### src/rtl/fpu_wb_queue.sv
// FPU writeback queue: buffers FPU data/compare results in arrival order and
// presents the oldest entry on the writeback bus. It also throttles issue with an in-flight credit count.
module fpu_wb_queue #(
  parameter int LG_PRF_WIDTH = 4,
  parameter int LG_ROB_WIDTH = 4,
  parameter int LG_FCR_WIDTH = 4,
  parameter int LG_DEPTH     = 2
) (
  input  logic                    clk,
  input  logic                    reset,
  input  logic                    fpu_start,
  input  logic                    fpu_val,
  input  logic                    fpu_cmp_val,
  input  logic [63:0]             fpu_y,
  input  logic [LG_ROB_WIDTH-1:0] fpu_rob_ptr,
  input  logic [LG_PRF_WIDTH-1:0] fpu_dst_ptr,
  input  logic [LG_FCR_WIDTH-1:0] fpu_fcr_ptr,
  output logic                    issue_ok,
  output logic                    wb_valid,
  input  logic                    wb_ready,
  output logic                    wb_is_fcr,
  output logic [63:0]             wb_data,
  output logic [LG_ROB_WIDTH-1:0] wb_rob_ptr,
  output logic [LG_PRF_WIDTH-1:0] wb_dst_ptr,
  output logic [LG_FCR_WIDTH-1:0] wb_fcr_ptr,
  output logic [LG_DEPTH:0]       occupancy,
  output logic                    overflow
);

  localparam int unsigned DEPTH = 1 << LG_DEPTH;
  localparam logic [LG_DEPTH:0]   FULL_OCC = (LG_DEPTH+1)'(DEPTH);
  localparam logic [LG_DEPTH+2:0] CREDITS  = (LG_DEPTH+3)'(DEPTH);

  logic [63:0]             mem_y      [DEPTH];
  logic [LG_ROB_WIDTH-1:0] mem_rob    [DEPTH];
  logic [LG_PRF_WIDTH-1:0] mem_dst    [DEPTH];
  logic [LG_FCR_WIDTH-1:0] mem_fcr    [DEPTH];
  logic                    mem_is_fcr [DEPTH];

  logic [LG_DEPTH-1:0] head, tail;
  logic [LG_DEPTH:0]   occ;
  logic [LG_DEPTH+1:0] inflight;
  logic                ovf;

  logic enq, deq, full, do_enq;

  always_comb begin
    enq    = fpu_val | fpu_cmp_val;
    full   = (occ == FULL_OCC);
    deq    = (occ != '0) & wb_ready;
    // A full queue still accepts when the head leaves on the same edge.
    do_enq = enq & (~full | deq);
  end

  always_ff @(posedge clk) begin
    if (do_enq) begin
      mem_y[tail]      <= fpu_y;
      mem_rob[tail]    <= fpu_rob_ptr;
      mem_dst[tail]    <= fpu_dst_ptr;
      mem_fcr[tail]    <= fpu_fcr_ptr;
      mem_is_fcr[tail] <= fpu_cmp_val;
    end
  end

  always_ff @(posedge clk) begin
    if (reset) begin
      head     <= '0;
      tail     <= '0;
      occ      <= '0;
      inflight <= '0;
      ovf      <= 1'b0;
    end else begin
      if (do_enq) tail <= tail + 1'b1;
      if (deq)    head <= head + 1'b1;
      case ({do_enq, deq})
        2'b10:   occ <= occ + 1'b1;
        2'b01:   occ <= occ - 1'b1;
        default: occ <= occ;
      endcase
      if (fpu_start & ~enq)
        inflight <= inflight + 1'b1;
      else if (~fpu_start & enq & (inflight != '0))
        inflight <= inflight - 1'b1;
      if (enq & ~do_enq) ovf <= 1'b1;
    end
  end

  always_comb begin
    wb_valid   = (occ != '0);
    wb_data    = mem_y[head];
    wb_rob_ptr = mem_rob[head];
    wb_dst_ptr = mem_dst[head];
    wb_fcr_ptr = mem_fcr[head];
    wb_is_fcr  = mem_is_fcr[head];
    occupancy  = occ;
    overflow   = ovf;
    issue_ok   = ({2'b00, occ} + {1'b0, inflight}) < CREDITS;
  end

endmodule

### config.mk
export PLATFORM = sky130hd
export DESIGN_NAME = fpu_wb_queue
export DESIGN_NICKNAME = d
export VERILOG_FILES = /design/src/rtl/fpu_wb_queue.sv
export SDC_FILE = /design/constraint.sdc
export NUM_CORES = 1
export LEC_CHECK = 0
export BUFFER_PORTS_ARGS = -buffer_cell sky130_fd_sc_hd__buf_2
export CORE_MARGIN = 3
export CORE_UTILIZATION = 30
export DETAILED_ROUTE_END_ITERATION = 6
export GPL_TIMING_DRIVEN = 0
export PLACE_DENSITY_LB_ADDON = 0.15
export SETUP_SLACK_MARGIN = 0.05
export SLEW_MARGIN = 20
export SYNTH_ARGS = -nofsm -noshare
export SYNTH_HDL_FRONTEND = slang
export SYNTH_SLANG_ARGS = --single-unit
### constraint.sdc
create_clock -name clk -period 4.5 [get_ports clk]
set_clock_uncertainty 0.2 [all_clocks]
set_input_delay 0.225 -clock clk [delete_from_list [all_inputs] [get_ports clk]]
set_output_delay 0.225 -clock clk [all_outputs]
set_load 0.005 [all_outputs]
==> reports/results.tsv, run 1 <==
stage	metric	value	unit
outcome	status	completed	
cts	clock_path_buffers	3	
worst_setup_path	reg2regPathDepth	4	
min_path	hold_class	input pin to register	
synth	syn_inst	496	
floorplan	io-pin-count	165	
cts	clk_latency	0.51	ns
synth	synthTopCellsByArea	edfxtp_1, mux4_2, dfxtp_1	
worst_setup_path	required	4.07	ns
routing	initialDrtViolationCount	247	
timing	grt_setup_unrepaired	no	
routing	num_vias	5910	
timing	maxSlewViolCount	0	
pwr	vdd_drop_max	0.316	mV
synth	synth_flop_cell	edfxtp_1	
floorplan	rows	72	
synth	synthAdderAreaFrac	1.17	%
timing	hold_viol	0	
synth	synth-xor-area-share	0.512	%
routing	drcViolationCount	0	
synth	synth_top_family_by_area	multiplexers	
grt	grt_usage	11.7	%
routing	post_drt_wl_per_cell	18.6	um
layout	layout-drive-gt1-share	39.7	%
floorplan	fp.dieH	206	um
synth	synth_nets	588	
synth	post-synth-top-count-cell	edfxtp_1	
worst_setup_path	r2r_slack	1.99	ns
grt	overflow	0	
routing	routed_via_density	4.46	
pwr	p_clk_share	31.7	%
flow_run	max_cap_viol_count	0	
synth	synth_edf_count	308	
pwr	p_leak	5.29	nW
floorplan	initial_core_util	30.7	%
place	placed_cells	1182	
cts	numCtsBuffers	37	
synth	yosys-top-cells-count	edfxtp_1, mux4_2, nor2_1, dfxtp_1, buf_2	
worst_setup_path	arrival	2.17	ns
synth	synth_area	12000	um2
worst_setup_path	timing.rr.end	mem_y[2][56]	
grt	grt_max_degree	43	
worst_setup_path	critical_path_class	register to primary output	
timing	setup_viol	0	
worst_setup_path	crit_fanout	10	
timing	slew_headroom	52.3	%
grt	grt_pass1_wl	37.9	mm
pwr	switching_share	25.6	%
synth	ys_ff_latch	322	
cts	cts.sink_count	322	
min_path	min_from	fpu_dst_ptr[1]	
timing	fin_crit	2.59	ns
pwr	p_switching	2.17	mW
pwr	combinationalPowerShare	23.0	%
synth	syn_avg_cell_area	24.1	um2
worst_setup_path	critPathCaptureType	primary output	
synth	synth-simple-area-share	1.70	%
grt	antenna_found_initial	0	
layout	finalCoreUtilization	39.6	%
pwr	p_int	6.31	mW
cts	cts_root_buf	clkbuf_16	
grt	grt_pass1_vias	6708	
pwr	seq_power_share	45.3	%
place	io_buffers	164	
floorplan	core	39000	um2
cts	cts_tree	built	
floorplan	die_area	42300	um2
layout	synthToLayoutAreaGrowth	29.2	%
min_path	worstHoldEndpoint	mem_dst[3][1]	
worst_setup_path	r2r_start	occupancy[2]	
timing	max_freq	386	MHz
routing	first_pass_iters	6	
layout	finalNonFillerCells	1324	
synth	synth_compound_area_share	0.909	%
cts	post-cts-setup-buffers	0	
place	gp_congestion	0.715	
timing	min_period_over_period	57.6	%
synth	synth_top_area_share	77.2	%
min_path	hold_path_depth	2	
cts	clkTransAtPathRegs	0.05	ns
floorplan	dieWidth	206	um
synth	synth_top_area_cell	edfxtp_1	
layout	nFillCells	3489	
cts	h-tree-depth	2	
synth	postSynth.asyncResetShare	0	%
synth	post_synth_num_cell_types	37	
timing	tightest_slew	0.715	ns
timing	hold_slack	0.259	ns
pwr	power_density	549	nW/um2
routing	ant_nets	0	
synth	muxShareOfSynthArea	15.0	%
routing	finalWirelength	24.6	mm
place	dp_hpwl	15.4	mm
synth	yosysSeqAreaShare	79.6	%
worst_setup_path	cp-start-kind	register	
synth	yosysWarnings	0	
layout	final_nets	876	
layout	antenna_cells	0	
metal layers:
| layer | share of wire (%) | track usage [%] |
|---|---|---|
| met1 | 38 | 13.7 |
| met2 | 53 | 20.5 |
| met3 | 6.7 | 3.48 |
| met5 | 0 | 0 |
| met4 | 2.3 | 3.90 |
metrics by stage:
step	TNS, ns	area (um2)	total power, mW	setup WS [ns]
2_1_floorplan	0	12000	5.06	1.19
3_3_place_gp	-148.50	13400	5.83	-0.497
4_1_cts	0	15500	8.69	1.75
6_report	0	15500	8.48	1.91
5_1_grt	0	15500	8.96	1.72
3_5_place_dp	0	13600	5.88	1.93
power groups by stage:
stage	clock network [mW]	logic [mW]	registers (mW)
after global placement	0	1.89	3.94
after CTS	2.80	2.03	3.85
final	2.69	1.95	3.85
after global routing	2.93	2.15	3.88
after detailed placement	0	1.97	3.91
after floorplan	0	1.16	3.90
kinds of logic after synthesis:
group	count (synthesis)
buffers and inverters	25
AOI/OAI and AO/OA	15
adders and majority gates	10
DFF	322
and+or+nand+nor	35
muxes	82
xor gates and xnor gates	7
worst max-delay path, stage by stage, from the launching register on:
cell and delay, ns:
dfxtp_1 0.30, buf_2 0.17, buf_2 0.32, buf_2 0.36
mux4_2 0.36, buf_2 0.14
how the worst max path moves through the flow:
stage | from | cells after the start | slack (ns) | to
after global routing | register | 5 | 1.72 | wb_data[41]
final | register | 5 | 1.91 | wb_data[58]
after floorplan | occupancy[0] | 4 | 1.19 | mem_dst[0][0]
after CTS | register | 5 | 1.75 | wb_data[55]
after global placement | occupancy[2] | 3 | -0.50 | mem_y[2][54]
after detailed placement | occupancy[0] | 5 | 1.93 | mem_y[2][56]
repair_timing:
item	in CTS	in global routing
hold endpoints to repair	315	0
hold buffers	81	0
resized for setup	0	0
area by class of cell:
| class | instances | area (um2) | share of cell area (%) |
|---|---|---|---|
| sequential | 322 | 9530 | 61.6 |
| multi-input combinational | 149 | 2320 | 15.0 |
| timing repair buffer | 249 | 1740 | 11.3 |
| clock inverter | 16 | 115 | 0.744 |
| buffer | 20 | 119 | 0.769 |
| inverter | 5 | 18.8 | 0.121 |
| clock buffer | 45 | 977 | 6.32 |
| tap | 518 | 648 | 4.19 |
cell usage in the layout, fill, tap and decap left out, types with 3 or more instances in the layout:
cell type | Yosys | final
dfxtp_1 | 14 | 14
clkbuf_1 | 5 | 12
a21oi_1 | 3 | 3
xor2_1 | 4 | 4
xnor2_1 | 3 | 3
buf_16 | 0 | 4
edfxtp_1 | 308 | 308
buf_2 | 11 | 175
clkinv_2 | 0 | 6
ha_1 | 8 | 8
dlygate4sd3_1 | 0 | 81
mux4_2 | 77 | 77
inv_1 | 5 | 5
nor2_1 | 18 | 18
clkinv_1 | 0 | 6
buf_6 | 4 | 4
and2_4 | 0 | 4
clkbuf_16 | 0 | 38
state kept, by name, indices dropped and copies added (netlist names), named ones only:
register	flops
head	2
mem_fcr	16
inflight	4
overflow	1
mem_y	256
tail	2
mem_rob	16
occupancy	3
mem_dst	16
mem_is_fcr	4
(Power assumes the default switching activity.)
==> run 2: changes to the inputs <==
--- a/config.mk
+++ b/config.mk
@@ -5,6 +5,7 @@
 export SDC_FILE = /design/constraint.sdc
 export NUM_CORES = 1
 export LEC_CHECK = 0
+export ABC_AREA = 1
 export BUFFER_PORTS_ARGS = -buffer_cell sky130_fd_sc_hd__buf_2
 export CORE_MARGIN = 3
 export CORE_UTILIZATION = 30
==> constraint.sdc (replaced) <==
create_clock -name clk -period 2.1 [get_ports clk]
set_clock_uncertainty 0.2 [all_clocks]
set_input_delay 0.105 -clock clk [delete_from_list [all_inputs] [get_ports clk]]
set_output_delay 0.105 -clock clk [all_outputs]
set_load 0.005 [all_outputs]
==> reports/results.tsv, run 2 <==
stage	metric	value	unit
synth	syn_inst	856	
timing	grt_setup_unrepaired	yes	
grt	antenna_found_initial	0	
synth	synthTopCellsByArea	edfxtp_1, o21ai_0, nor2_1	
place	gp_congestion	0.707	
timing	max_freq	447	MHz
worst_setup_path	crit_end	wb_fcr_ptr[3]	
layout	antenna_cells	0	
grt	grt_pass1_vias	8557	
layout	regMostFlops	mem_y	
layout	final_common_cell	edfxtp_1	
worst_setup_path	cpLargestDelayFamily	buffers and inverters	
layout	layout-drive-gt1-share	48.3	%
layout	layout_common_cells	edfxtp_1, buf_2, nor2_4, dlygate4sd3_1, o22ai_2	
synth	synth_top_area_share	75.7	%
layout	largest_register_ffs	256	
synth	yosysWarnings	0	
layout	seqCellArea	9540	um2
worst_setup_path	critical_path_class	register to primary output	
grt	grt_max_degree	22	
cts	cts_root_buf	clkbuf_16	
outcome	status	finished with violations	
cts	clk_latency	0.53	ns
synth	synth_area	12200	um2
grt	grt.busiest_layer	met2	
routing	initialDrtViolationCount	394	
grt	grtUsageMet1	20.2	%
synth	post-synth-top-count-cell	edfxtp_1	
worst_setup_path	cp-start-kind	register	
min_path	hold_class	input pin to register	
grt	grt_util_met3	3.14	%
timing	hold_viol	0	
worst_setup_path	r2r_start	occupancy[2]	
flow_run	max_cap_viol_count	0	
layout	synthToLayoutAreaGrowth	54.0	%
floorplan	rows	73	
timing	fin_ws	-0.138	ns
synth	synth_top_area_cell	edfxtp_1	
worst_setup_path	required	1.79	ns
synth	syn_avg_cell_area	14.3	um2
pwr	power_density	1030	nW/um2
place	dp_slack	-0.316	ns
synth	synth_nets	948	
synth	yosysSeqAreaShare	78.0	%
routing	drcViolationCount	0	
layout	final_nets	1299	
timing	fin_crit	2.24	ns
cts	cts.sink_count	322	
synth	synth_flop_cell	edfxtp_1	
worst_setup_path	crit_buf_inv	6	
synth	yosys-top-cells-count	edfxtp_1, nor2_1, o21ai_0, o22ai_1, inv_1	
synth	postSynth.asyncResetShare	0	%
floorplan	core	40000	um2
worst_setup_path	cp_num_cells	8	
routing	ant_nets	0	
synth	post_synth_num_cell_types	28	
grt	overflow	0	
layout	design_area	18800	um2
floorplan	initial_core_util	30.5	%
cts	cts_tree	built	
place	dp_hpwl	19.9	mm
timing	slew_headroom	56.6	%
synth	ys_ff_latch	322	
routing	num_vias	8287	
grt	grt_pass1_wl	51.9	mm
grt	grt_usage	15.7	%
routing	routed_via_density	4.72	
floorplan	io-pin-count	165	
layout	nFillCells	3568	
worst_setup_path	crit_fanout	6	
worst_setup_path	critPathCaptureType	primary output	
floorplan	dieWidth	208	um
worst_setup_path	reg2regPathDepth	8	
synth	synth_edf_count	308	
place	place_area	14100	um2
cts	clkTransAtPathRegs	0.05	ns
cts	h-tree-depth	2	
outcome	violations	setup timing	
routing	finalWirelength	34.7	mm
pwr	p_leak	6.64	nW
timing	min_period_over_period	107	%
worst_setup_path	crit_chain	buf_16 -> buf_12 -> buf_8 -> buf_8 -> buf_12 -> nor2_2 -> o22ai_2 -> buf_6	
grt	globalRouteMet2Util	27.1	%
worst_setup_path	cpPeakStageDelay	0.38	ns
routing	post_drt_wl_per_cell	19.8	um
routing	first_pass_iters	4	
floorplan	die_area	43200	um2
layout	finalCoreUtilization	47.0	%
worst_setup_path	timing.rr.end	mem_y[0][37]	
worst_setup_path	arrival	1.93	ns
place	io_buffers	164	
layout	multiInputGateArea	3730	um2
cts	clock_path_buffers	3	
pwr	vdd_drop_max	0.676	mV
timing	setup_viol	64	
floorplan	fp.dieH	208	um
cts	numCtsBuffers	37	
worst_setup_path	r2r_slack	0.15	ns
timing	tightest_slew	0.651	ns
worst_setup_path	critPathSlowestCell	dfxtp_4	
timing	maxSlewViolCount	0	
==> run 2: cell count changes after synthesis, sizes merged, moves of 16 or more <==
cell / before / now
nor2: 19 / 177
clkbuf: 5 / 24
o21ai: 2 / 163
o22ai: 0 / 77
mux4: 77 / 0
nand2: 2 / 18
==> run 2: worst min path at each step <==
stage          cells after the start          end   from
5_1_grt                            3  inflight[2]  reset
4_1_cts                            3  inflight[2]  reset
3_5_place_dp                       2  inflight[2]  reset
2_1_floorplan                      1  inflight[2]  reset
6_report                           3  inflight[2]  reset
3_3_place_gp                       2  inflight[2]  reset
==> run 2: area by class of cell <==
cell class	count	share of cell area [%]
sequential	322	50.7
multi-input combinational	465	19.8
buffer	47	3.85
timing repair inverter	1	0.0466
tap	525	3.49
inverter	20	0.579
clock buffer	48	5.37
timing repair buffer	313	15.2
clock inverter	15	0.945
==> run 2: logic make-up (layout without fill, tap and decap cells) <==
group / count (synthesis) / in the layout / share of synthesized area [%]
AO/OA/AOI/OAI: 253 / 253 / 11.3
AND/OR/NAND/NOR: 200 / 201 / 6.45
flip-flops: 322 / 322 / 78.0
adder cells (fa/ha/maj): 10 / 10 / 1.15
buffers and inverters: 70 / 444 / 3.03
XOR/XNOR: 1 / 1 / 0.0717
==> run 2: metrics by stage <==
step | hold slack [ns] | power (mW) | setup TNS (ns) | std cells
global placement | 0.110 | 11.1 | -448.49 | 1545
floorplan | -0.0165 | 9.57 | -99.75 | 856
CTS | 0.0700 | 19.3 | -9.86 | 1761
finish | 0.0984 | 19.4 | -3.02 | 1756
detailed placement | 0.117 | 11.2 | -27.62 | 1559
global route | 0.0943 | 20.4 | -9.06 | 1756
==> run 2: metal layers <==
metal | part of all wire (%) | wire, um | vias up
li1 | - | - | 3931
met1 | 43 | 14900 | 4117
met2 | 51 | 17600 | 197
met3 | 4.5 | 1570 | 42
met4 | 1.8 | 632 | 0
met5 | 0 | 0 | -
==> run 2: tightest hold or removal path, stage by stage <==
cell	delay (ns)
dlygate4sd3_1	0.52
buf_2	0.12
a211oi_1	0.05
==> run 2: power breakdown <==
| group | internal, mW | leakage [nW] | switching [mW] | total (mW) |
|---|---|---|---|---|
| Sequential | 7.72 | 2.98 | 0.269 | 7.99 |
| Clock | 3.87 | 0.574 | 2.42 | 6.29 |
| Combinational | 2.47 | 3.09 | 2.68 | 5.15 |
| Total | 14.1 | 6.64 | 5.36 | 19.4 |
==> run 2: timing repair <==
action,in CTS,in global routing
hold buffers,81,0
endpoints found under the hold margin,322,0
buffers inserted,37,5
resized for setup,384,244
cloned,21,4
pin swaps,84,67
setup endpoints to repair,280,99
==> run 3: changes to the inputs <==
--- a/config.mk
+++ b/config.mk
@@ -7,6 +7,7 @@
 export LEC_CHECK = 0
 export ABC_AREA = 1
 export BUFFER_PORTS_ARGS = -buffer_cell sky130_fd_sc_hd__buf_2
+export CORE_ASPECT_RATIO = 0.6
 export CORE_MARGIN = 3
 export CORE_UTILIZATION = 30
 export DETAILED_ROUTE_END_ITERATION = 6
==> reports/results.tsv, run 3 (synthesis gave the netlist of run 2 again) <==
stage	metric	value	unit
worst_setup_path	r2r_slack	0.14	ns
routing	routed_via_density	4.64	
routing	drcViolationCount	0	
pwr	finalPower	18.5	mW
grt	grt_max_degree	23	
place	place_area	14100	um2
worst_setup_path	reg2regPathDepth	4	
timing	grt_setup_unrepaired	yes	
floorplan	rows	56	
flow_run	max_cap_viol_count	0	
layout	nFillCells	3526	
floorplan	io-pin-count	165	
cts	cts_root_buf	clkbuf_16	
timing	hold_viol	1	
timing	hold_slack	-0.0103	ns
layout	finalCoreUtilization	44.9	%
outcome	violations	hold timing, setup timing	
cts	clock_path_buffers	3	
worst_setup_path	required	1.79	ns
timing	slew_headroom	80.7	%
floorplan	die_area	43300	um2
grt	antenna_found_initial	0	
layout	synthToLayoutAreaGrowth	45.5	%
routing	initialDrtViolationCount	411	
grt	globalRouteMet2Util	25.8	%
routing	ant_nets	0	
timing	min_period_over_period	103	%
place	io_buffers	164	
min_path	hold_path_depth	6	
layout	antenna_cells	0	
layout	final_common_cell	edfxtp_1	
worst_setup_path	critical_path_class	register to primary output	
cts	numCtsBuffers	34	
routing	num_vias	8064	
worst_setup_path	timing.rr.end	inflight[2]	
worst_setup_path	r2r_start	inflight[0]	
timing	max_freq	461	MHz
timing	setup_viol	25	
grt	grt.busiest_layer	met2	
layout	layout-drive-gt1-share	37.7	%
grt	grt_usage	15.8	%
grt	grt_pass1_vias	8218	
floorplan	dieWidth	267	um
worst_setup_path	crit_fanout	7	
worst_setup_path	arrival	1.86	ns
cts	clkTransAtPathRegs	0.06	ns
floorplan	fp.dieH	162	um
layout	regMostFlops	mem_y	
routing	post_drt_wl_per_cell	19.9	um
layout	largest_register_ffs	256	
worst_setup_path	cp-start-kind	register	
outcome	status	finished with violations	
routing	first_pass_iters	4	
routing	finalWirelength	34.5	mm
layout	design_area	17800	um2
grt	grt_pass1_wl	51.3	mm
timing	maxSlewViolCount	0	
timing	fin_crit	2.17	ns
cts	h-tree-depth	2	
cts	cts.sink_count	322	
timing	fin_ws	-0.0688	ns
place	dp_hpwl	20.6	mm
grt	overflow	0	
place	placed_cells	1557	
cts	cts_tree	built	
layout	layout_common_cells	edfxtp_1, buf_2, nor2_1, dlygate4sd3_1, o21ai_0	
layout	final_nets	1282	
grt	grtUsageMet1	22.4	%
floorplan	initial_core_util	30.9	%
min_path	min_from	fpu_val	
pwr	power_density	1040	nW/um2
pwr	vdd_drop_max	0.433	mV
worst_setup_path	critPathCaptureType	primary output	
pwr	p_leak	6.42	nW
min_path	worstHoldEndpoint	inflight[0]	
layout	finalNonFillerCells	1738	
min_path	hold_class	input pin to register	
floorplan	core	39600	um2
timing	tightest_slew	0.289	ns
cts	clk_latency	0.51	ns
timing	setup_tns	-0.701	ns
place	gp_congestion	0.726	
grt	grt_util_met3	2.69	%
place	dp_slack	-0.220	ns
[run 3: final cells by class]
cell class | instances | area, um2 | share of cell area [%]
tap | 522 | 653 | 3.67
clock buffer | 43 | 948 | 5.34
inverter | 20 | 96.3 | 0.542
timing repair inverter | 1 | 20.0 | 0.113
clock inverter | 19 | 133 | 0.746
timing repair buffer | 299 | 2600 | 14.6
sequential | 322 | 9540 | 53.7
buffer | 48 | 786 | 4.42
multi-input combinational | 464 | 2990 | 16.8
[run 3: power breakdown]
part / internal, mW / total (mW) / switching [mW] / leakage [nW]
sequential: 7.70 / 7.93 / 0.221 / 2.98
clock: 3.44 / 5.88 / 2.44 / 0.517
combinational: 2.22 / 4.68 / 2.46 / 2.93
[run 3: worst max path at each step]
stage,start,to,slack [ns],cells after the start
2_1_floorplan,occupancy[2],mem_dst[0][0],-0.34,5
3_3_place_gp,occupancy[1],mem_y[0][12],-1.53,4
3_5_place_dp,occupancy[1],mem_y[2][23],-0.22,6
4_1_cts,register,wb_data[1],-0.14,8
5_1_grt,register,wb_dst_ptr[2],-0.14,8
6_report,register,wb_data[3],-0.07,7
[run 3: worst max-delay path: stages, from the launching register on]
cell       delay, ns
dfxtp_4         0.37
buf_16          0.15
buf_8           0.14
inv_16          0.10
clkbuf_16       0.16
o21ai_2         0.05
o22ai_2         0.20
buf_2           0.17
[run 3: what timing repair did]
item	in CTS	in global routing
endpoints found under the setup margin	219	116
pin swaps	42	22
buffers inserted	22	2
endpoints found under the hold margin	322	1
gates cloned	14	3
hold buffers	84	1
gates resized for setup	304	122
[run 3: routing by layer]
metal	routed length [um]	vias to the layer above
met4	409	0
met2	16200	147
met3	1220	41
met5	0	-
li1	-	3908
met1	16700	3968
